==> src/rtl/move_sequencer_pkg.sv <==
// move_seq_pkg: state encoding, ramp step sizes and line geometry shared by the move sequencer.
// Also holds the saturating |error| helper used by the heading-settled test.
package move_seq_pkg;

  typedef enum logic [2:0] {IDLE, TURN, RAMP_UP, RAMP_DN, DONE} state_e;

  localparam logic [9:0] INC_SLOW = 10'd4;
  localparam logic [9:0] INC_FAST = 10'd32;
  localparam logic [9:0] DEC_SLOW = 10'd8;
  localparam logic [9:0] DEC_FAST = 10'd64;

  localparam logic [3:0] LINES_PER_SQ = 4'd2;

  // -2048 has no positive twin in 12 bits, so it saturates to 2047.
  function automatic logic [11:0] abs_err(input logic [11:0] e);
    if (e == 12'h800) return 12'h7FF;
    return e[11] ? (~e + 12'd1) : e;
  endfunction

  function automatic logic [3:0] target_of(input logic [2:0] sqrs);
    return {1'b0, sqrs} * LINES_PER_SQ;
  endfunction

endpackage

==> src/rtl/move_sequencer_if.sv <==
// move_sequencer_if: command, heading-sensor, guard-line and PID-drive signals of one move.
// master = command/sensor side, slave = the sequencer.
interface move_sequencer_if;

  logic        cmd_vld;
  logic        cmd_rdy;
  logic [11:0] cmd_hdg;
  logic [2:0]  cmd_sqrs;
  logic [11:0] hdg_actual;
  logic        hdg_vld;
  logic        cntrIR;
  logic        moving;
  logic [9:0]  frwrd;
  logic [11:0] error;
  logic        err_vld;
  logic        done;

  modport master (
    output cmd_vld, cmd_hdg, cmd_sqrs, hdg_actual, hdg_vld, cntrIR,
    input  cmd_rdy, moving, frwrd, error, err_vld, done
  );

  modport slave (
    input  cmd_vld, cmd_hdg, cmd_sqrs, hdg_actual, hdg_vld, cntrIR,
    output cmd_rdy, moving, frwrd, error, err_vld, done
  );

endinterface

==> src/rtl/move_sequencer_line_counter.sv <==
// line_counter: 2-flop sync of the guard-line sensor, rising-edge detect, 4-bit saturating count.
// Latency: count moves 3 cycles after a raw rise; cnt_o shows the count including this cycle's edge.
module line_counter (
  input  logic       clk,
  input  logic       rst,
  input  logic       ir_i,
  input  logic       clr_i,
  input  logic       en_i,
  output logic [3:0] cnt_o
);

  logic       ir_meta_q;
  logic       ir_sync_q;
  logic       ir_prev_q;
  logic       rise;
  logic [3:0] cnt_q;
  logic [3:0] cnt_d;

  assign rise = ir_sync_q & ~ir_prev_q;

  always_comb begin
    cnt_d = cnt_q;
    if (clr_i) begin
      cnt_d = 4'd0;
    end else if (en_i && rise && (cnt_q != 4'hF)) begin
      cnt_d = cnt_q + 4'd1;
    end
  end

  always_ff @(posedge clk) begin
    if (rst) begin
      ir_meta_q <= 1'b0;
      ir_sync_q <= 1'b0;
      ir_prev_q <= 1'b0;
      cnt_q     <= 4'd0;
    end else begin
      ir_meta_q <= ir_i;
      ir_sync_q <= ir_meta_q;
      ir_prev_q <= ir_sync_q;
      cnt_q     <= cnt_d;
    end
  end

  // Next-state view so a same-cycle edge can end the ramp-up before any speed step.
  assign cnt_o = cnt_d;

endmodule

==> src/rtl/move_sequencer.sv <==
// move_sequencer: turn, ramp up, count guard lines, ramp down, pulse done; error/err_vld 1 cycle after hdg_vld.
// Backpressure: cmd_rdy only in IDLE; commands offered elsewhere are ignored, never queued.
module move_sequencer
  import move_seq_pkg::*;
#(
  parameter bit          FAST_SIM = 1'b0,
  parameter logic [9:0]  MAX_SPD  = 10'h300,
  parameter logic [11:0] ERR_THR  = 12'd30
) (
  input logic             clk,
  input logic             rst,
  move_sequencer_if.slave bus
);

  localparam logic [9:0] INC = FAST_SIM ? INC_FAST : INC_SLOW;
  localparam logic [9:0] DEC = FAST_SIM ? DEC_FAST : DEC_SLOW;

  state_e      state_q, state_d;
  logic [11:0] hdg_des_q, hdg_des_d;
  logic [3:0]  target_q, target_d;
  logic [9:0]  frwrd_q, frwrd_d;
  logic [11:0] error_q, error_d;
  logic        err_vld_q, err_vld_d;

  logic        accept;
  logic        cnt_en;
  logic [3:0]  line_cnt;
  logic [11:0] err_new;
  logic        settled;
  logic [10:0] spd_sum;

  assign accept  = bus.cmd_vld && (state_q == IDLE);
  assign cnt_en  = (state_q == RAMP_UP) || (state_q == RAMP_DN);
  assign err_new = hdg_des_q - bus.hdg_actual;
  assign settled = bus.hdg_vld && (abs_err(err_new) < ERR_THR);
  assign spd_sum = {1'b0, frwrd_q} + {1'b0, INC};

  line_counter u_lc (
    .clk   (clk),
    .rst   (rst),
    .ir_i  (bus.cntrIR),
    .clr_i (accept),
    .en_i  (cnt_en),
    .cnt_o (line_cnt)
  );

  always_comb begin
    state_d   = state_q;
    hdg_des_d = hdg_des_q;
    target_d  = target_q;
    frwrd_d   = frwrd_q;
    error_d   = bus.hdg_vld ? err_new : error_q;
    err_vld_d = bus.hdg_vld && (state_q != IDLE);

    case (state_q)
      IDLE: begin
        frwrd_d = 10'd0;
        if (accept) begin
          hdg_des_d = bus.cmd_hdg;
          target_d  = target_of(bus.cmd_sqrs);
          state_d   = TURN;
        end
      end
      TURN: begin
        frwrd_d = 10'd0;
        if (settled) begin
          state_d = (target_q != 4'd0) ? RAMP_UP : DONE;
        end
      end
      RAMP_UP: begin
        // Reaching the line target wins over a speed step in the same cycle.
        if (line_cnt == target_q) begin
          state_d = RAMP_DN;
        end else if (bus.hdg_vld) begin
          frwrd_d = (spd_sum > {1'b0, MAX_SPD}) ? MAX_SPD : spd_sum[9:0];
        end
      end
      RAMP_DN: begin
        if (frwrd_q == 10'd0) begin
          state_d = DONE;
        end else if (bus.hdg_vld) begin
          frwrd_d = (frwrd_q >= DEC) ? (frwrd_q - DEC) : 10'd0;
        end
      end
      DONE: begin
        frwrd_d = 10'd0;
        state_d = IDLE;
      end
      default: begin
        frwrd_d = 10'd0;
        state_d = IDLE;
      end
    endcase
  end

  always_ff @(posedge clk) begin
    if (rst) begin
      state_q   <= IDLE;
      hdg_des_q <= 12'd0;
      target_q  <= 4'd0;
      frwrd_q   <= 10'd0;
      error_q   <= 12'd0;
      err_vld_q <= 1'b0;
    end else begin
      state_q   <= state_d;
      hdg_des_q <= hdg_des_d;
      target_q  <= target_d;
      frwrd_q   <= frwrd_d;
      error_q   <= error_d;
      err_vld_q <= err_vld_d;
    end
  end

  assign bus.cmd_rdy = (state_q == IDLE);
  assign bus.moving  = (state_q == TURN) || (state_q == RAMP_UP) || (state_q == RAMP_DN);
  assign bus.frwrd   = frwrd_q;
  assign bus.error   = error_q;
  assign bus.err_vld = err_vld_q;
  assign bus.done    = (state_q == DONE);

  a_done_one_cycle: assert property (@(posedge clk) disable iff (rst) bus.done |=> !bus.done);
  a_spd_ceiling:    assert property (@(posedge clk) disable iff (rst) bus.frwrd <= MAX_SPD);

endmodule

==> src/flat_wrapper.sv <==
// flat-port wrapper written by rule: the top's interface ports become plain ports
module move_sequencer_flat import move_seq_pkg::*;
#(
  parameter bit          FAST_SIM = 1'b0,
  parameter logic [9:0]  MAX_SPD  = 10'h300,
  parameter logic [11:0] ERR_THR  = 12'd30
)
  (clk, rst, bus_cmd_vld, bus_cmd_hdg, bus_cmd_sqrs, bus_hdg_actual, bus_hdg_vld, bus_cntrIR, bus_cmd_rdy, bus_moving, bus_frwrd, bus_error, bus_err_vld, bus_done);
  move_sequencer_if bus_i ();
  input logic clk;
  input logic rst;
  input wire logic [$bits(bus_i.cmd_vld)-1:0] bus_cmd_vld;
  input wire logic [$bits(bus_i.cmd_hdg)-1:0] bus_cmd_hdg;
  input wire logic [$bits(bus_i.cmd_sqrs)-1:0] bus_cmd_sqrs;
  input wire logic [$bits(bus_i.hdg_actual)-1:0] bus_hdg_actual;
  input wire logic [$bits(bus_i.hdg_vld)-1:0] bus_hdg_vld;
  input wire logic [$bits(bus_i.cntrIR)-1:0] bus_cntrIR;
  output wire logic [$bits(bus_i.cmd_rdy)-1:0] bus_cmd_rdy;
  output wire logic [$bits(bus_i.moving)-1:0] bus_moving;
  output wire logic [$bits(bus_i.frwrd)-1:0] bus_frwrd;
  output wire logic [$bits(bus_i.error)-1:0] bus_error;
  output wire logic [$bits(bus_i.err_vld)-1:0] bus_err_vld;
  output wire logic [$bits(bus_i.done)-1:0] bus_done;
  assign bus_i.cmd_vld = bus_cmd_vld;
  assign bus_i.cmd_hdg = bus_cmd_hdg;
  assign bus_i.cmd_sqrs = bus_cmd_sqrs;
  assign bus_i.hdg_actual = bus_hdg_actual;
  assign bus_i.hdg_vld = bus_hdg_vld;
  assign bus_i.cntrIR = bus_cntrIR;
  assign bus_cmd_rdy = bus_i.cmd_rdy;
  assign bus_moving = bus_i.moving;
  assign bus_frwrd = bus_i.frwrd;
  assign bus_error = bus_i.error;
  assign bus_err_vld = bus_i.err_vld;
  assign bus_done = bus_i.done;
  move_sequencer #(.FAST_SIM(FAST_SIM), .MAX_SPD(MAX_SPD), .ERR_THR(ERR_THR)) u_core (.clk(clk), .rst(rst), .bus(bus_i));
endmodule
==> config.mk <==
export PLATFORM = sky130hd
export DESIGN_NAME = move_sequencer_flat
export DESIGN_NICKNAME = d
export VERILOG_FILES = /design/src/rtl/move_sequencer_pkg.sv /design/src/rtl/move_sequencer_if.sv /design/src/rtl/move_sequencer_line_counter.sv /design/src/rtl/move_sequencer.sv /design/src/flat_wrapper.sv
export SDC_FILE = /design/constraint.sdc
export NUM_CORES = 1
export LEC_CHECK = 0
export ABC_AREA = 1
export CAP_MARGIN = 20
export CORE_ASPECT_RATIO = 0.75
export CORE_MARGIN = 1.5
export CORE_UTILIZATION = 45
export DETAILED_ROUTE_END_ITERATION = 10
export PLACE_DENSITY = 0.78
export SLEW_MARGIN = 40
export SYNTH_ARGS = -nofsm -noshare
export SYNTH_HDL_FRONTEND = slang
export SYNTH_SLANG_ARGS = --single-unit
==> constraint.sdc <==
create_clock -name clk -period 4.84 [get_ports clk]
set_clock_uncertainty 0.2 [all_clocks]
set_input_delay 0.726 -clock clk [delete_from_list [all_inputs] [get_ports clk]]
set_output_delay 0.726 -clock clk [all_outputs]
set_load 0.01 [all_outputs]
======== Word-level counts from Yosys, hierarchy flattened ========
Index checks and enable logic that the tools add are counted.
word-level totals
  bits in registers ....................... 48
  bits in latches ......................... 0
  memory bits (writable) .................. 0
  ROM bits ................................ 0
  input bits .............................. 32
  logic and storage cells ................. 70
  memories ................................ 0
cells by class
  add/subtract/negate cells ............... 5
  multipliers ............................. 0
  div/mod/pow operators ................... 0
  magnitude comparators ................... 3
  equal/unequal tests ..................... 15
  shift operators ......................... 0
  multiplexer cells ....................... 19
  bitwise logic cells ..................... 3
  reductions and logical operators ........ 15
operators by type and width
  operator                                                      number
  two-way mux 10 bit                                            6
  two-way mux 12 bit                                            3
  case mux 10 bit (2 select lines)                              1
  two-way mux 3 bit                                             5
  adder 12 x 1 -> 12 bit (second input constant)                1
  equality test 12 bit (second input constant)                  1
  less-than comparator 12 x 5 -> 1 bit (second input constant)  1
  != test 2 bit (second input constant)                         6
  inverter 12 bit                                               1
  case mux 3 bit (4 select lines)                               1
  subtractor 12 bit                                             1
  adder 10 x 3 -> 11 bit (second input constant)                1
  > comparator 11 x 10 -> 1 bit (second input constant)         1
  >= comparator 10 x 4 -> 1 bit (second input constant)         1
  zero test 10 bit                                              1
  subtractor 10 x 4 -> 10 bit (second input constant)           1
  two-way mux 4 bit                                             2
  AND reduction 4 bit                                           2
  equality test 3 x 2 -> 1 bit (second input constant)          2
  logical AND 1 bit                                             5
  adder 4 x 1 -> 4 bit (second input constant)                  1
  equality test 4 bit                                           1
  != test 2 x 1 -> 1 bit (second input constant)                2
  != test 4 bit (second input constant)                         1
  10 further kinds                                              12

======== Longest topological paths before layout ========
Gate-level depths: netlist of the first run.
  depth in word-level cells ............... 9
  depth in mapped cells ................... 21

======== Modules after synthesis ========
From an unflattened synthesis of the first run, not the netlist that was laid out.
second synthesis, totals
  cells, all modules ...................... 548
  area, all modules ....................... 3412.0 um2
by module, submodules not included
  module          instances  cells each  area each (um2)  sequential area each (um2)
  move_sequencer  1          495         3062.9           780.7
  line_counter    1          53          349.1            140.1

======== Worst setup path before layout of the first run ========
Ideal clock, no wire load.
  kind .................................... in2reg
  start point ............................. input bus_hdg_actual[0]
  end point ............................... register u_core.state_q[0]
  library setup time ...................... 109 ps
  arrival ................................. 2680 ps
  required time ........................... 4531 ps
  setup slack ............................. 1852 ps
  stages .................................. 18
  buffers on the path ..................... 0
  cells stage by stage .................... ha_1 -> inv_1 -> fa_1 -> inv_1 -> ha_1 -> inv_1 -> nor2_1 -> nand3_1 -> nor2_1 -> nand2_1 -> nand2_1 -> nand2_1 -> nor2_1 -> nand3_1 -> o21bai_2 -> nand3_1 -> nand2_1 -> inv_1
on the way
  word-level cells in the longest chain between the ends .. 9
  elaborated cells between the ends (all ways) .. 11
ends and longest elaborated chain
  item                                      line                      RTL
  start, declared                           flat_wrapper.sv:15        input wire logic [$bits(bus_i.hdg_actual)-1:0] bus_hdg_actual;
  subtractor 12 bit (*)                     move_sequencer.sv:34      assign err_new = hdg_des_q - bus.hdg_actual;
  named net u_core.err_new[1]               move_sequencer.sv:28      logic [11:0] err_new;
  inverter 12 bit                           move_sequencer_pkg.sv:17  return e[11] ? (~e + 12'd1) : e;
  adder 12 x 1 -> 12 bit                    move_sequencer_pkg.sv:17
  two-way mux 12 bit                        move_sequencer_pkg.sv:17
  two-way mux 12 bit (*)                    move_sequencer_pkg.sv:17
  less-than comparator 12 x 5 -> 1 bit (*)  move_sequencer.sv:35      assign settled = bus.hdg_vld && (abs_err(err_new) < ERR_THR);
  logical AND 1 bit (*)                     move_sequencer.sv:35
  != test 2 x 1 -> 1 bit (no line) (*)      -
  AND reduction 4 bit (no line) (*)         -
  end signal, assigned                      move_sequencer.sv:105     state_q <= state_d;
  end, declared                             move_sequencer.sv:18      state_e state_q, state_d;
The timed path passes the listed nets; every way through them passes the cells marked *.
A chain may end at the register's enable or synchronous reset.

======== Worst setup path in the final report of the first run ========
  start point ............................. input bus_hdg_actual[0]
  end point ............................... register u_core.state_q[1]
Same word-level chain as after synthesis.

==> results of run 1 <==
-- logic make-up (layout without fill, tap and decap cells) --
kind of cell	after synthesis	count (layout)	share of synthesized area, %
AO/OA/AOI/OAI	76	76	12.98
XOR/XNOR	12	12	3.236
adder cells (fa/ha/maj)	19	19	7.550
buffers and inverters	100	150	11.86
flip-flops	46	46	28.35
other	1	2	0.1155
AND/OR/NAND/NOR	270	270	35.90
-- placed cells by master (no fill, tap or decap), types with 2 or more instances in the layout --
master,Yosys,layout
nand2_1,131,131
inv_1,84,84
clkdlybuf4s50_1,0,55
nand3_1,54,54
nor2_1,50,50
dfxtp_1,46,46
a21oi_1,36,36
o21ai_0,22,22
ha_1,18,18
xor2_1,11,11
nor3_1,9,9
nand4_1,8,8
o211ai_1,7,7
clkbuf_8,0,5
nor2_2,4,4
nand2_2,4,4
nor4_1,3,3
o21ai_1,3,3
nand3_2,2,2
a211oi_1,2,2
or2_1,2,2
o21bai_1,2,2
conb_1,1,2
bufinv_16,0,2
buf_4,2,2
-- worst min path at each step --
stage | start | end | slack, ns | cells after the start
finish | u_core.u_lc.ir_meta_q | u_core.u_lc.ir_sync_q | 0.21 | 2
floorplan | u_core.u_lc.ir_meta_q | u_core.u_lc.ir_sync_q | 0.19 | 2
global route | u_core.u_lc.ir_meta_q | u_core.u_lc.ir_sync_q | 0.21 | 2
detailed placement | u_core.u_lc.ir_meta_q | u_core.u_lc.ir_sync_q | 0.19 | 2
global placement | u_core.u_lc.ir_meta_q | u_core.u_lc.ir_sync_q | 0.19 | 2
CTS | u_core.u_lc.ir_meta_q | u_core.u_lc.ir_sync_q | 0.21 | 2
-- where the power goes --
part | switching, mW | internal [mW]
registers | 0.0308 | 0.416
logic | 0.303 | 0.197
clock network | 0.144 | 0.207
total | 0.477 | 0.820
-- worst max-delay path, delay by kind of cell --
family,cells,cell delay [ns]
AND/OR/NAND/NOR,8,0.74
buffers and inverters,5,0.77
AO/OA/AOI/OAI,2,0.29
adder cells (fa/ha/maj),3,0.78
-- per-layer routing --
metal,GRT usage (%),vias to the layer above,wire length [um]
met3,3.303,8,418
li1,-,1778,-
met2,32.48,105,3361
met4,4.583,0,57
met5,0,-,0
met1,31.83,1479,4185
-- final cells by class --
cell class | instances | area, sq um | area share, %
inverter | 85 | 319.1 | 7.954
multi-input combinational | 379 | 1946 | 48.50
clock inverter | 3 | 68.82 | 1.716
timing repair buffer | 57 | 565.5 | 14.10
sequential | 46 | 920.9 | 22.96
clock buffer | 5 | 68.82 | 1.716
tap | 98 | 122.6 | 3.057
-- sequential cells by signal, summed over array words and instances, names as in the netlist --
name / count
u_core.u_lc.cnt_q: 4
u_core.hdg_des_q: 12
u_core.target_q: 3
u_core.bus.frwrd: 8
u_core.u_lc.ir_meta_q: 1
u_core.bus.err_vld: 1
u_core.state_q: 3
u_core.u_lc.ir_prev_q: 1
u_core.u_lc.ir_sync_q: 1
u_core.bus.error: 12
==> impl_metrics.env, run 1 <==
export IMPL_status="complete, no violations"
export IMPL_worst_pin_slew_ns=0.7524
export IMPL_slew_limit_headroom_pct=49.68
export IMPL_postCtsSetupRepairBufs=0
export IMPL_cts_resized_gates=0
export IMPL_yosys_warnings=0
export IMPL_post_route_drc_count=0
export IMPL_dr_pass1_iters=5
export IMPL_clock_sinks=46
export IMPL_ant_nets=0
export IMPL_numPortBuffers=55
export IMPL_syn_avg_cell_area_sq_um=6.199
export IMPL_fp_coreArea_sq_mm=0.006897
export IMPL_grt_pass1_vias=2958
export IMPL_synth_edf_count=0
export IMPL_tritoncts="done"
export IMPL_cts_hold_buf=0
export IMPL_rrSetupSlack_ns=1.99
export IMPL_synthesis_area_sq_mm=0.003248
export IMPL_pre_cts_slack_ns=1.244
export IMPL_cts_inserted_buffers=5
export IMPL_rsz0062_at_grt="false"
export IMPL_async_reset_ff_share_pct=0
export IMPL_worst_ep_arrival_time_ns=3.32
export IMPL_gr_total_overflow=0
export IMPL_die_area_sq_mm=0.007742
export IMPL_synth_cell_types=35
export IMPL_dp_hpwl_mm=6.235
export IMPL_maxCapViolations=0
export IMPL_crit_fanout=4
export IMPL_setup_viol=0
export IMPL_ys_top_cells_by_count="131 x nand2_1, 84 x inv_1, 54 x nand3_1, 50 x nor2_1, 46 x dfxtp_1"
export IMPL_vdd_drop_max_mv=0.1786
export IMPL_crit_type="in2reg"
export IMPL_wl_per_cell_um=11.92
export IMPL_n_antenna_cell=0
export IMPL_synth_top_flop_cell="dfxtp_1"
export IMPL_synth_top_cell_area_share_pct=28.35
export IMPL_start_util_pct=47.10
export IMPL_dp_cells=665
export IMPL_gp_congestion=0.8905
export IMPL_grt_max_degree=27
export IMPL_hold_viol=0
export IMPL_vias=3370
export IMPL_cts_root_buf="clkbuf_8"
export IMPL_top_level_ports=58
export IMPL_yosys_top_cells_area="dfxtp_1 28%, nand2_1 15%, inv_1 9.7%"
export IMPL_stdcell_area_sq_mm=0.004011
export IMPL_maxSlewViolCount=0
export IMPL_synth_most_common_cell="nand2_1"
export IMPL_cp_startpoint="bus_hdg_actual[0]"
export IMPL_antenna_found_initial=0
export IMPL_n_fill_cell=662
export IMPL_worstPathRequired_ns=4.88
export IMPL_endpoint="u_core.state_q[1]"
export IMPL_worstSkewPairLatency_ns=0.30
export IMPL_r2r_end="u_core.state_q[1]"
export IMPL_finalSetupTns_ns=0
export IMPL_yosys_register_bits=46
export IMPL_routed_via_density=5.007
export IMPL_period_share_pct=67.78
export IMPL_fmax_mhz=304.8
export IMPL_power_leakage_nw=1.964
export IMPL_grt_total_usage_pct=21.43
export IMPL_period_minus_slack_ns=3.281
export IMPL_min_path_type="reg2reg"
export IMPL_clk_path_buf_depth=2
export IMPL_cp_start_kind="input pin"
export IMPL_rr_worst_depth=18
export IMPL_crit_chain="clkdlybuf4s50_1 > ha_1 > inv_1 > fa_1 > inv_1 > ha_1 > inv_1 > nor2_1 > nand3_1 > inv_1 > nand2_1 > nand3_1 > nand3_1 > nor2_1 > nand2_1 > o21bai_2 > nand3_1 > a21oi_1"
export IMPL_yosys_area_top_type="dfxtp_1"
export IMPL_fin_hold_ws_ns=0.2053
export IMPL_clkTransAtPathRegs_ns=0.10
export IMPL_p_total_mw=1.297
export IMPL_drtIter0Drc=254
export IMPL_setup_slack_ns=1.559
export IMPL_die_y_um=76.58
export IMPL_fp_dieW_um=101.1
export IMPL_synthToLayoutAreaGrowth_pct=23.50
export IMPL_layout_drive_gt1_share_pct=4.174
export IMPL_dpl_cell_area_sq_mm=0.003874
export IMPL_rr_startpoint="u_core.hdg_des_q[0]"
export IMPL_power_density_mw_per_mm2=323.3
export IMPL_rows=26
export IMPL_fin_nets=625
export IMPL_end_kind="flip-flop"
export IMPL_ys_seq_area_share_pct=28.35
export IMPL_syn_inst=524
export IMPL_critPathMaxStageDelay_ns=0.41
export IMPL_htree_levels=2
export IMPL_crit_slowest_cell="fa_1"
export IMPL_routed_wirelength_mm=8.023
export IMPL_stdcell_count=673
export IMPL_fin_util_pct=58.16
export IMPL_grt_pass1_wl_mm=13.49
No activity file was read; power rests on OpenSTA's default activity.
==> run 2: changes to the inputs <==
==> constraint.sdc (replaced) <==
create_clock -name clk -period 3.1 [get_ports clk]
set_clock_uncertainty 0.2 [all_clocks]
set_input_delay 0.465 -clock clk [delete_from_list [all_inputs] [get_ports clk]]
set_output_delay 0.465 -clock clk [all_outputs]
set_load 0.01 [all_outputs]
==> impl_metrics.env, run 2 (synthesized netlist as in run 1, its figures left out) <==
export IMPL_status="complete, no violations"
export IMPL_wl_met2_mm=3.413
export IMPL_end_kind="flip-flop"
export IMPL_rr_startpoint="u_core.hdg_des_q[0]"
export IMPL_htree_levels=2
export IMPL_hold_path_depth=2
export IMPL_slew_limit_headroom_pct=55.19
export IMPL_clk_path_buf_depth=2
export IMPL_power_switching_uw=769.1
export IMPL_min_path_type="reg2reg"
export IMPL_period_share_pct=96.41
export IMPL_setup_viol=0
export IMPL_cts_inserted_buffers=5
export IMPL_numPortBuffers=55
export IMPL_worstSkewPairLatency_ns=0.31
export IMPL_grt_total_usage_pct=22.05
export IMPL_maxSlewViolCount=0
export IMPL_top_level_ports=58
export IMPL_pwr_share_clk_pct=22.7
export IMPL_fin_hold_ws_ns=0.2111
export IMPL_crit_fanout=3
export IMPL_grt_pass1_vias=3130
export IMPL_gp_congestion=0.8765
export IMPL_rr_worst_depth=19
export IMPL_grt_pass1_wl_mm=13.88
export IMPL_post_route_drc_count=0
export IMPL_antenna_found_initial=0
export IMPL_layout_drive_gt1_share_pct=10.93
export IMPL_cts_root_buf="clkbuf_8"
export IMPL_p_sw_share_pct=37.11
export IMPL_n_antenna_cell=0
export IMPL_power_density_mw_per_mm2=487.5
export IMPL_cts_hold_buf=0
export IMPL_hold_viol=0
export IMPL_start_util_pct=47.10
export IMPL_period_minus_slack_ns=2.989
export IMPL_fmax_mhz=334.6
export IMPL_r2r_end="u_core.state_q[0]"
export IMPL_setup_slack_ns=0.1114
export IMPL_maxCapViolations=0
export IMPL_crit_type="in2reg"
export IMPL_fin_nets=655
export IMPL_p_total_mw=2.073
export IMPL_clkTransAtPathRegs_ns=0.09
export IMPL_dr_pass1_iters=5
export IMPL_m1WireLength_mm=4.261
export IMPL_power_leakage_nw=2.096
export IMPL_min_to="u_core.u_lc.ir_sync_q"
export IMPL_stdcell_area_sq_mm=0.004252
export IMPL_pre_cts_slack_ns=-0.2294
export IMPL_routed_wirelength_mm=8.313
export IMPL_hold_path_startpoint="u_core.u_lc.ir_meta_q"
export IMPL_worst_pin_slew_ns=0.6714
export IMPL_vias=3509
export IMPL_wl_met3_um=546
export IMPL_die_area_sq_mm=0.007742
export IMPL_die_y_um=76.58
export IMPL_ant_nets=0
export IMPL_rrSetupSlack_ns=0.28
export IMPL_top_layer="met4"
export IMPL_worstPathRequired_ns=3.12
export IMPL_internal_power_mw=1.303
export IMPL_rows=26
export IMPL_synthToLayoutAreaGrowth_pct=30.89
export IMPL_cp_startpoint="bus_hdg_actual[0]"
export IMPL_dp_hpwl_mm=6.474
export IMPL_fp_coreArea_sq_mm=0.006897
export IMPL_final_common_cell="nand2_1"
export IMPL_fp_dieW_um=101.1
export IMPL_cp_start_kind="input pin"
export IMPL_gr_total_overflow=0
export IMPL_wl_per_cell_um=11.84
export IMPL_dpl_cell_area_sq_mm=0.004099
export IMPL_p_comb_share_pct=43.5
export IMPL_vdd_drop_max_mv=0.2272
export IMPL_tritoncts="done"
export IMPL_final_cell_mix="130 x nand2_1, 82 x inv_1, 55 x clkdlybuf4s50_1"
export IMPL_clock_sinks=46
export IMPL_seqPwrFrac_pct=33.8
export IMPL_worst_ep_arrival_time_ns=3.00
export IMPL_drtIter0Drc=192
export IMPL_grt_max_degree=26
export IMPL_routed_via_density=4.999
[run 2: power by group through the flow]
stage / combinational, mW / sequential (mW) / clock [mW]
after CTS: 0.875 / 0.699 / 0.483
after detailed placement: 0.871 / 0.712 / 0
after global placement: 0.858 / 0.710 / 0
after floorplan: 0.520 / 0.712 / 0
final: 0.902 / 0.700 / 0.471
after global routing: 1.01 / 0.708 / 0.507
[run 2: critical path, stage by stage]
cell and delay (ns):
clkdlybuf4s50_1 0.40, ha_1 0.20, inv_2 0.06, fa_2 0.43
inv_2 0.07, ha_2 0.16, inv_1 0.05, nor2_2 0.13
nand3_2 0.11, nor2_2 0.13, nand2_1 0.08, nand2_1 0.08
nand2_1 0.05, nor2_1 0.10, nand3_1 0.09, o21bai_2 0.20
nand3_1 0.09, nand2_1 0.07, inv_1 0.03
[run 2: repair_timing]
| action | in CTS | in global routing |
|---|---|---|
| setup buffers | 0 | 0 |
| resized for setup | 0 | 13 |
| setup endpoints to repair | 0 | 3 |
| hold endpoints to repair | 0 | 0 |
[run 2: final cells by class]
cell class,count,area (sq um)
Inverter,85,319.1
Tap cell,98,122.6
Multi-Input combinational cell,379,1986
Clock buffer,6,82.58
Clock inverter,1,30.03
Timing Repair Buffer,87,790.8
Fill cell,668,2645
Sequential cell,46,920.9
[run 2: stage by stage]
step | cells | utilization (%) | TNS [ns]
2_1_floorplan | 525 | - | 0
3_3_place_gp | 695 | 59.43 | -0.4409
3_5_place_dp | 695 | 59.43 | -0.6028
5_1_grt | 702 | 61.65 | -0.01735
4_1_cts | 702 | 61.07 | 0
6_report | 702 | 61.65 | 0
[run 2: worst max-delay path by stage]
stage | slack, ns | endpoint | cells past startpoint
after floorplan | 0.37 | u_core.state_q[0] | 18
after global placement | -0.17 | u_core.state_q[0] | 18
after detailed placement | -0.23 | u_core.state_q[1] | 16
after CTS | 0.08 | u_core.state_q[1] | 16
after global routing | -0.02 | u_core.state_q[0] | 19
final | 0.11 | u_core.state_q[0] | 19
[run 2: metal layers]
layer / GRT usage [%] / vias up
li1: - / 1832
met1: 32.49 / 1562
met2: 33.22 / 104
met3: 3.119 / 11
met4: 6.111 / 0
met5: 0 / -
